### src/rtl/sub_bytes_seq.sv
// Sequential AES SubBytes engine: LANES byte-substitution units time-shared
// over 16/LANES cycles, with valid/ready handshakes on input and output and
// an optional per-block inverse mode.
module sub_bytes_seq #(
    parameter int LANES  = 4,
    parameter int INV_EN = 0
) (
    input  logic         clk,
    input  logic         rst,
    input  logic         in_valid,
    output logic         in_ready,
    input  logic         in_inv,
    input  logic [127:0] state_in,
    output logic         out_valid,
    input  logic         out_ready,
    output logic [127:0] state_out,
    output logic         busy
);

    localparam int N  = 16 / LANES;
    localparam int CW = (N > 1) ? $clog2(N) : 1;

    // Forward S-box, byte 0x00 in the most significant position.
    localparam logic [2047:0] SBOX_TBL = {
        128'h637c777bf26b6fc53001672bfed7ab76, 128'hca82c97dfa5947f0add4a2af9ca472c0,
        128'hb7fd9326363ff7cc34a5e5f171d83115, 128'h04c723c31896059a071280e2eb27b275,
        128'h09832c1a1b6e5aa0523bd6b329e32f84, 128'h53d100ed20fcb15b6acbbe394a4c58cf,
        128'hd0efaafb434d338545f9027f503c9fa8, 128'h51a3408f929d38f5bcb6da2110fff3d2,
        128'hcd0c13ec5f974417c4a77e3d645d1973, 128'h60814fdc222a908846eeb814de5e0bdb,
        128'he0323a0a4906245cc2d3ac629195e479, 128'he7c8376d8dd54ea96c56f4ea657aae08,
        128'hba78252e1ca6b4c6e8dd741f4bbd8b8a, 128'h703eb5664803f60e613557b986c11d9e,
        128'he1f8981169d98e949b1e87e9ce5528df, 128'h8ca1890dbfe6426841992d0fb054bb16
    };

    function automatic logic [7:0] tbl_lookup(input logic [2047:0] tbl, input logic [7:0] idx);
        return tbl[{8'd255 - idx, 3'b000} +: 8];
    endfunction

    // Inverse table is derived from the forward table at elaboration time.
    function automatic logic [2047:0] build_inv();
        logic [2047:0] t;
        logic [7:0]    s;
        t = '0;
        for (int unsigned i = 0; i < 256; i++) begin
            s = tbl_lookup(SBOX_TBL, 8'(i));
            t[{8'd255 - s, 3'b000} +: 8] = 8'(i);
        end
        return t;
    endfunction

    if (!(LANES == 1 || LANES == 2 || LANES == 4 || LANES == 8 || LANES == 16)) begin : g_bad_lanes
        $error("sub_bytes_seq: LANES must be 1, 2, 4, 8 or 16");
    end

    typedef enum logic [1:0] {IDLE, RUN, DONE} state_t;

    state_t              state_q, state_d;
    logic [CW-1:0]       cnt_q;
    logic [127:0]        buf_q, buf_next;
    logic                mode_q;
    logic                accept, last;
    logic [8*LANES-1:0]  lane_res;

    assign last   = (cnt_q == CW'(N - 1));
    assign accept = in_valid & in_ready;

    for (genvar j = 0; j < LANES; j++) begin : g_lane
        logic [7:0] b_in, b_fwd;
        assign b_in  = buf_q[8*(LANES*32'(cnt_q) + j) +: 8];
        assign b_fwd = tbl_lookup(SBOX_TBL, b_in);
        if (INV_EN != 0) begin : g_inv
            localparam logic [2047:0] INV_TBL = build_inv();
            assign lane_res[8*j +: 8] = mode_q ? tbl_lookup(INV_TBL, b_in) : b_fwd;
        end else begin : g_fwd
            assign lane_res[8*j +: 8] = b_fwd;
        end
    end

    if (INV_EN == 0) begin : g_no_inv
        logic unused_mode;
        assign unused_mode = mode_q;
    end

    // Write the lane results back into the bytes selected by cnt.
    always_comb begin
        buf_next = buf_q;
        for (int unsigned j = 0; j < LANES; j++) begin
            buf_next[8*(LANES*32'(cnt_q) + j) +: 8] = lane_res[8*j +: 8];
        end
    end

    // Next-state and handshake outputs; in_ready is combinational from out_ready in DONE.
    always_comb begin
        state_d   = state_q;
        in_ready  = 1'b0;
        out_valid = 1'b0;
        busy      = 1'b0;
        case (state_q)
            IDLE: begin
                in_ready = 1'b1;
                if (in_valid) state_d = RUN;
            end
            RUN: begin
                busy = 1'b1;
                if (last) state_d = DONE;
            end
            DONE: begin
                busy      = 1'b1;
                out_valid = 1'b1;
                if (out_ready) begin
                    in_ready = 1'b1;
                    state_d  = in_valid ? RUN : IDLE;
                end
            end
            default: state_d = IDLE;
        endcase
    end

    // State register, byte buffer, lane counter and registered output block.
    always_ff @(posedge clk or negedge rst) begin
        if (!rst) begin
            state_q   <= IDLE;
            cnt_q     <= '0;
            buf_q     <= '0;
            mode_q    <= 1'b0;
            state_out <= '0;
        end else begin
            state_q <= state_d;
            if (accept) begin
                buf_q  <= state_in;
                mode_q <= in_inv & (INV_EN != 0);
                cnt_q  <= '0;
            end else if (state_q == RUN) begin
                buf_q <= buf_next;
                cnt_q <= last ? '0 : cnt_q + 1'b1;
                if (last) state_out <= buf_next;
            end
        end
    end

endmodule

### config.mk
export PLATFORM = sky130hd
export DESIGN_NAME = sub_bytes_seq
export DESIGN_NICKNAME = d
export VERILOG_FILES = /design/src/rtl/sub_bytes_seq.sv
export SDC_FILE = /design/constraint.sdc
export NUM_CORES = 1
export LEC_CHECK = 0
export CAP_MARGIN = 20
export CORE_ASPECT_RATIO = 1.2
export CORE_UTILIZATION = 25
export DETAILED_ROUTE_END_ITERATION = 10
export PLACE_DENSITY = 0.49
export SYNTH_ARGS = -nofsm -noshare
export SYNTH_HDL_FRONTEND = slang
export SYNTH_SLANG_ARGS = --single-unit
### constraint.sdc
create_clock -name clk -period 6.7 [get_ports clk]
set_clock_uncertainty 0.15 [all_clocks]
set_input_delay 0.67 -clock clk [delete_from_list [all_inputs] [get_ports clk]]
set_output_delay 0.67 -clock clk [all_outputs]
set_load 0.02 [all_outputs]
==> qor.txt <==
LOGIC SYNTHESIS
----------------------------------------------------------------------------------------------------
Netlist area before placement                                                              26600 µm²
Count of cell types in the netlist                                                               117
Share of flip-flops with an asynchronous set or reset                                           100%
Number of synthesized register bits                                                              260
Synthesized net count                                                                           3680
Synthesized area per cell                                                                   7.63 µm²
Post-synthesis sequential area ratio                                                           24.5%
Number of instances in the synthesized netlist                                                  3485
EDFF count, synth                                                                                  0
Most frequently used flop master after synthesis                                        sky130_fd_sc_hd__dfrtp_1
Synthesis Warnings                                                                                 0

CLOCKING
----------------------------------------------------------------------------------------------------
H-Tree Depth                                                                                       2
Setup repair bufs after CTS                                                                        0
Number of instances resized during post-cts repair                                                 0
Worst-case clock buffer depth                                                                      3
Insertion delay of the later-clocked pin in the worst-skew pair                              0.59 ns
Hold Buf Count CTS                                                                                 1
Total clock buffers created by CTS                                                                34
Clock tree from TritonCTS                                                                      built
Clock sink total                                                                                 260
Buffer type at the clock tree root                                                      sky130_fd_sc_hd__clkbuf_16
Clock-pin slew reported for the worst setup and hold paths after clock tree synthesis        0.06 ns

DETAILED ROUTING
----------------------------------------------------------------------------------------------------
Vias                                                                                           31610
First DRT Iteration DRCs                                                                        4614
Wire per inst                                                                                30.3 µm
Wirelength, routed                                                                         150000 µm
Via density                                                                                     6.40
Detail Route Antenna Nets                                                                          0
Remaining routing DRC violations                                                                   0
Detailed Routing Iterations Pass 1                                                                 6

FINAL LAYOUT
----------------------------------------------------------------------------------------------------
Fin area                                                                                   31300 µm²
Layout net count                                                                                3726
Growth of design area from synthesis to finish                                                 17.9%
Fin cells                                                                                       4942
Share of final-layout standard cells stronger than drive strength 1                            9.40%
Filler cell count                                                                              11449

CRITICAL PATH
----------------------------------------------------------------------------------------------------
Maximum cell stage delay along the critical path                                             1.10 ns
Critical path required time                                                                  6.96 ns
Data arrival time of the critical path                                                       5.43 ns
CP Max Fanout                                                                                     75
Critical Path Source                                                                        cnt_q[0]
Category of the worst setup path launch point                                                   flop
Highest-delay cell along the critical path                                              sky130_fd_sc_hd__mux4_4
CP Depth                                                                                           9
Kind of critical path                                                                        reg2reg
Crit path capture type                                                                          flop
Cell family with most CP delay                                                          compound AO/OA/AOI/OAI gates
Cell with the most instances on the worst path                                          sky130_fd_sc_hd__a221oi_1
CP Buf/Inv Count                                                                                   1
Register-to-Register Path Depth                                                                    9
Critical path, cell by cell                                                             buf_4 > mux4_4 > and2_0 > o21ai_0 > a221oi_1 > a211oi_1 > o22ai_2 > a221oi_1 > nor2_1
Start of the worst register-to-register path                                                cnt_q[0]

HOLD PATH
----------------------------------------------------------------------------------------------------
Worst min-delay path category                                                                reg2reg
Startpoint of the worst hold path                                                       state_out[107]
Hold path depth                                                                                    2

DIE
----------------------------------------------------------------------------------------------------
Vert. Die Dim                                                                                 359 µm
Boundary Pins                                                                                    264
Die ar.                                                                                   108000 µm²
Floorplan die width                                                                           300 µm
Initial Utilization                                                                            25.3%
Row count                                                                                        130
Core box area                                                                             105000 µm²

PLACED DESIGN
----------------------------------------------------------------------------------------------------
Global placement routability congestion                                                         1.02
Post-detail-place hpwl                                                                     105000 µm
Port-buffer cells                                                                                262
Count of placed standard cells including taps                                                   4879
Total cell area at the placement stage                                                     30200 µm²

GRT
----------------------------------------------------------------------------------------------------
Met2 GRT Util                                                                                  40.8%
Via count of the first global-routing pass                                                     29883
GR Layer Usage met1                                                                            36.5%
Global router's overall resource usage                                                         26.8%
Met3 track demand over resource                                                                5.79%
Total congestion overflow after global routing                                                     0
First-pass GRT wire length                                                                 219000 µm
Global route hottest layer                                                                      met2
Initial antenna violation count                                                                    5
Maximum number of pins on one net before global-route repair                                     108

STA
----------------------------------------------------------------------------------------------------
Tightest hold margin                                                                        0.334 ns
Pins Over Slew Limit                                                                               0
Maximum clock rate                                                                           193 MHz
Final sum of negative setup slack                                                               0 ns
Actual transition at the worst max-transition pin                                            1.13 ns
Crit share post-route                                                                          77.2%
Final hold viol count                                                                              0
Worst rel slew slack                                                                           24.6%
Final count of negative-setup-slack endpoints                                                      0
Setup repair after global routing missed its margin                                               no
Final min period                                                                             5.17 ns

FLOW RUN
----------------------------------------------------------------------------------------------------
Max-Cap Viols                                                                                      0

STATUS
----------------------------------------------------------------------------------------------------
Result of the run                                                                       finished clean

[cells in the mapped netlist (all sizes together) (12+ instances only)]
master / instances / area [µm²]
a21oi: 377 / 1890
nand2: 330 / 1240
nor2: 302 / 1140
o21ai: 261 / 1330
dfrtp: 260 / 6510
clkbuf: 199 / 747
buf: 178 / 1100
o22ai: 119 / 757
nand3: 104 / 521
mux2i: 103 / 1040
and3: 87 / 544
nand2b: 74 / 470
a31oi: 67 / 432
o211ai: 65 / 498
ha: 62 / 776
inv: 59 / 221
nor3: 59 / 320
a211oi: 58 / 440
a221oi: 50 / 450
o221ai: 40 / 350
o311ai: 39 / 359
mux2: 37 / 424
a2111oi: 35 / 367
and2: 33 / 206
nor2b: 32 / 200
mux4: 31 / 698
or3: 31 / 194
or2: 28 / 175
a311oi: 27 / 260
a22oi: 24 / 185
o2111ai: 20 / 181
nor3b: 19 / 143
o31ai: 19 / 143
a32oi: 17 / 149
o32ai: 17 / 164
a211o: 16 / 141
a21o: 15 / 113
nor4: 15 / 100
a221o: 14 / 140
o311a: 13 / 130
o31a: 12 / 105
[registers in the layout, indices dropped and copies added, names as in the netlist]
register and count:
state_q 2, buf_q 128, cnt_q 2, state_out 128
[cells in the final DEF, fill, tap and decap left out, types with 27 or more instances in the layout]
cell type	netlist	routed
sky130_fd_sc_hd__o22ai_1	117	117
sky130_fd_sc_hd__clkdlybuf4s50_1	0	261
sky130_fd_sc_hd__dfrtp_1	260	258
sky130_fd_sc_hd__nand3_1	104	104
sky130_fd_sc_hd__nand2b_1	73	73
sky130_fd_sc_hd__mux2_2	34	34
sky130_fd_sc_hd__buf_4	23	114
sky130_fd_sc_hd__and3_1	87	87
sky130_fd_sc_hd__a211oi_1	57	57
sky130_fd_sc_hd__and2_1	28	27
sky130_fd_sc_hd__o221ai_1	40	40
sky130_fd_sc_hd__o21ai_1	94	94
sky130_fd_sc_hd__a21oi_1	377	377
sky130_fd_sc_hd__nand2_1	328	322
sky130_fd_sc_hd__inv_1	52	49
sky130_fd_sc_hd__mux4_2	31	29
sky130_fd_sc_hd__nor2_1	300	298
sky130_fd_sc_hd__a2111oi_0	27	27
sky130_fd_sc_hd__clkbuf_16	0	35
sky130_fd_sc_hd__nor2b_1	32	32
sky130_fd_sc_hd__o211ai_1	63	63
sky130_fd_sc_hd__o21ai_0	164	164
sky130_fd_sc_hd__a31oi_1	65	65
sky130_fd_sc_hd__or3_1	31	31
sky130_fd_sc_hd__a221oi_1	48	48
sky130_fd_sc_hd__mux2i_1	101	100
sky130_fd_sc_hd__ha_1	62	62
sky130_fd_sc_hd__nor3_1	54	53
[layer usage]
metal | wire [µm] | vias up
met5 | 12 | -
met4 | 7410 | 2
met3 | 16400 | 446
met2 | 64900 | 2296
met1 | 61100 | 15483
li1 | - | 13383
[kinds of logic (layout without fill, tap and decap cells)]
kind of cell | after synthesis | count (layout) | share of synthesized area [%]
AOI/OAI and AO/OA | 1400 | 1400 | 35.6
and+or+nand+nor | 1144 | 1144 | 20.7
buffers and inverters | 437 | 507 | 7.80
DFF | 260 | 260 | 24.5
muxes | 171 | 171 | 8.13
adders and majority gates | 62 | 62 | 2.92
xor gates and xnor gates | 11 | 11 | 0.447
other | 0 | 1 | 0
[layout make-up]
class | count | area (µm²) | share of cell area, %
clock buffer | 50 | 982 | 3.14
antenna | 1 | 2.50 | 0.00799
inverter | 60 | 225 | 0.719
clock inverter | 10 | 123 | 0.391
sequential | 260 | 6510 | 20.8
multi-input combinational | 2788 | 18000 | 57.6
timing repair buffer | 387 | 3690 | 11.8
tap | 1386 | 1730 | 5.54
[metrics by stage]
step | worst slack, ns | utilization, %
detailed placement | 1.67 | 28.7
global route | 1.27 | 29.8
floorplan | 2.59 | -
CTS | 1.69 | 29.8
global placement | 1.64 | 28.7
finish | 1.53 | 29.8
[worst reg2reg max path: stages, from the launching register on]
cell                       delay (ns)
sky130_fd_sc_hd__dfrtp_4         0.83
sky130_fd_sc_hd__buf_4           0.41
sky130_fd_sc_hd__mux4_4          1.10
sky130_fd_sc_hd__and2_0          0.61
sky130_fd_sc_hd__o21ai_0         0.29
sky130_fd_sc_hd__a221oi_1        0.11
sky130_fd_sc_hd__a211oi_1        0.47
sky130_fd_sc_hd__o22ai_2         0.30
sky130_fd_sc_hd__a221oi_1        0.67
sky130_fd_sc_hd__nor2_1          0.09
[worst paths after layout]
check                           slack [ns]              to
worst max register to register        1.53   state_out[98]
worst max-delay path                  1.53   state_out[98]
max in group asynchronous             4.32        cnt_q[0]
worst min-delay path                  0.33  state_out[107]
worst min register to register        0.33  state_out[107]
min in group asynchronous             0.54   state_out[39]
Power is left out: the tool's default activity adds up to more than one toggle a clock period on the data nets, which glitch-free logic cannot reach.
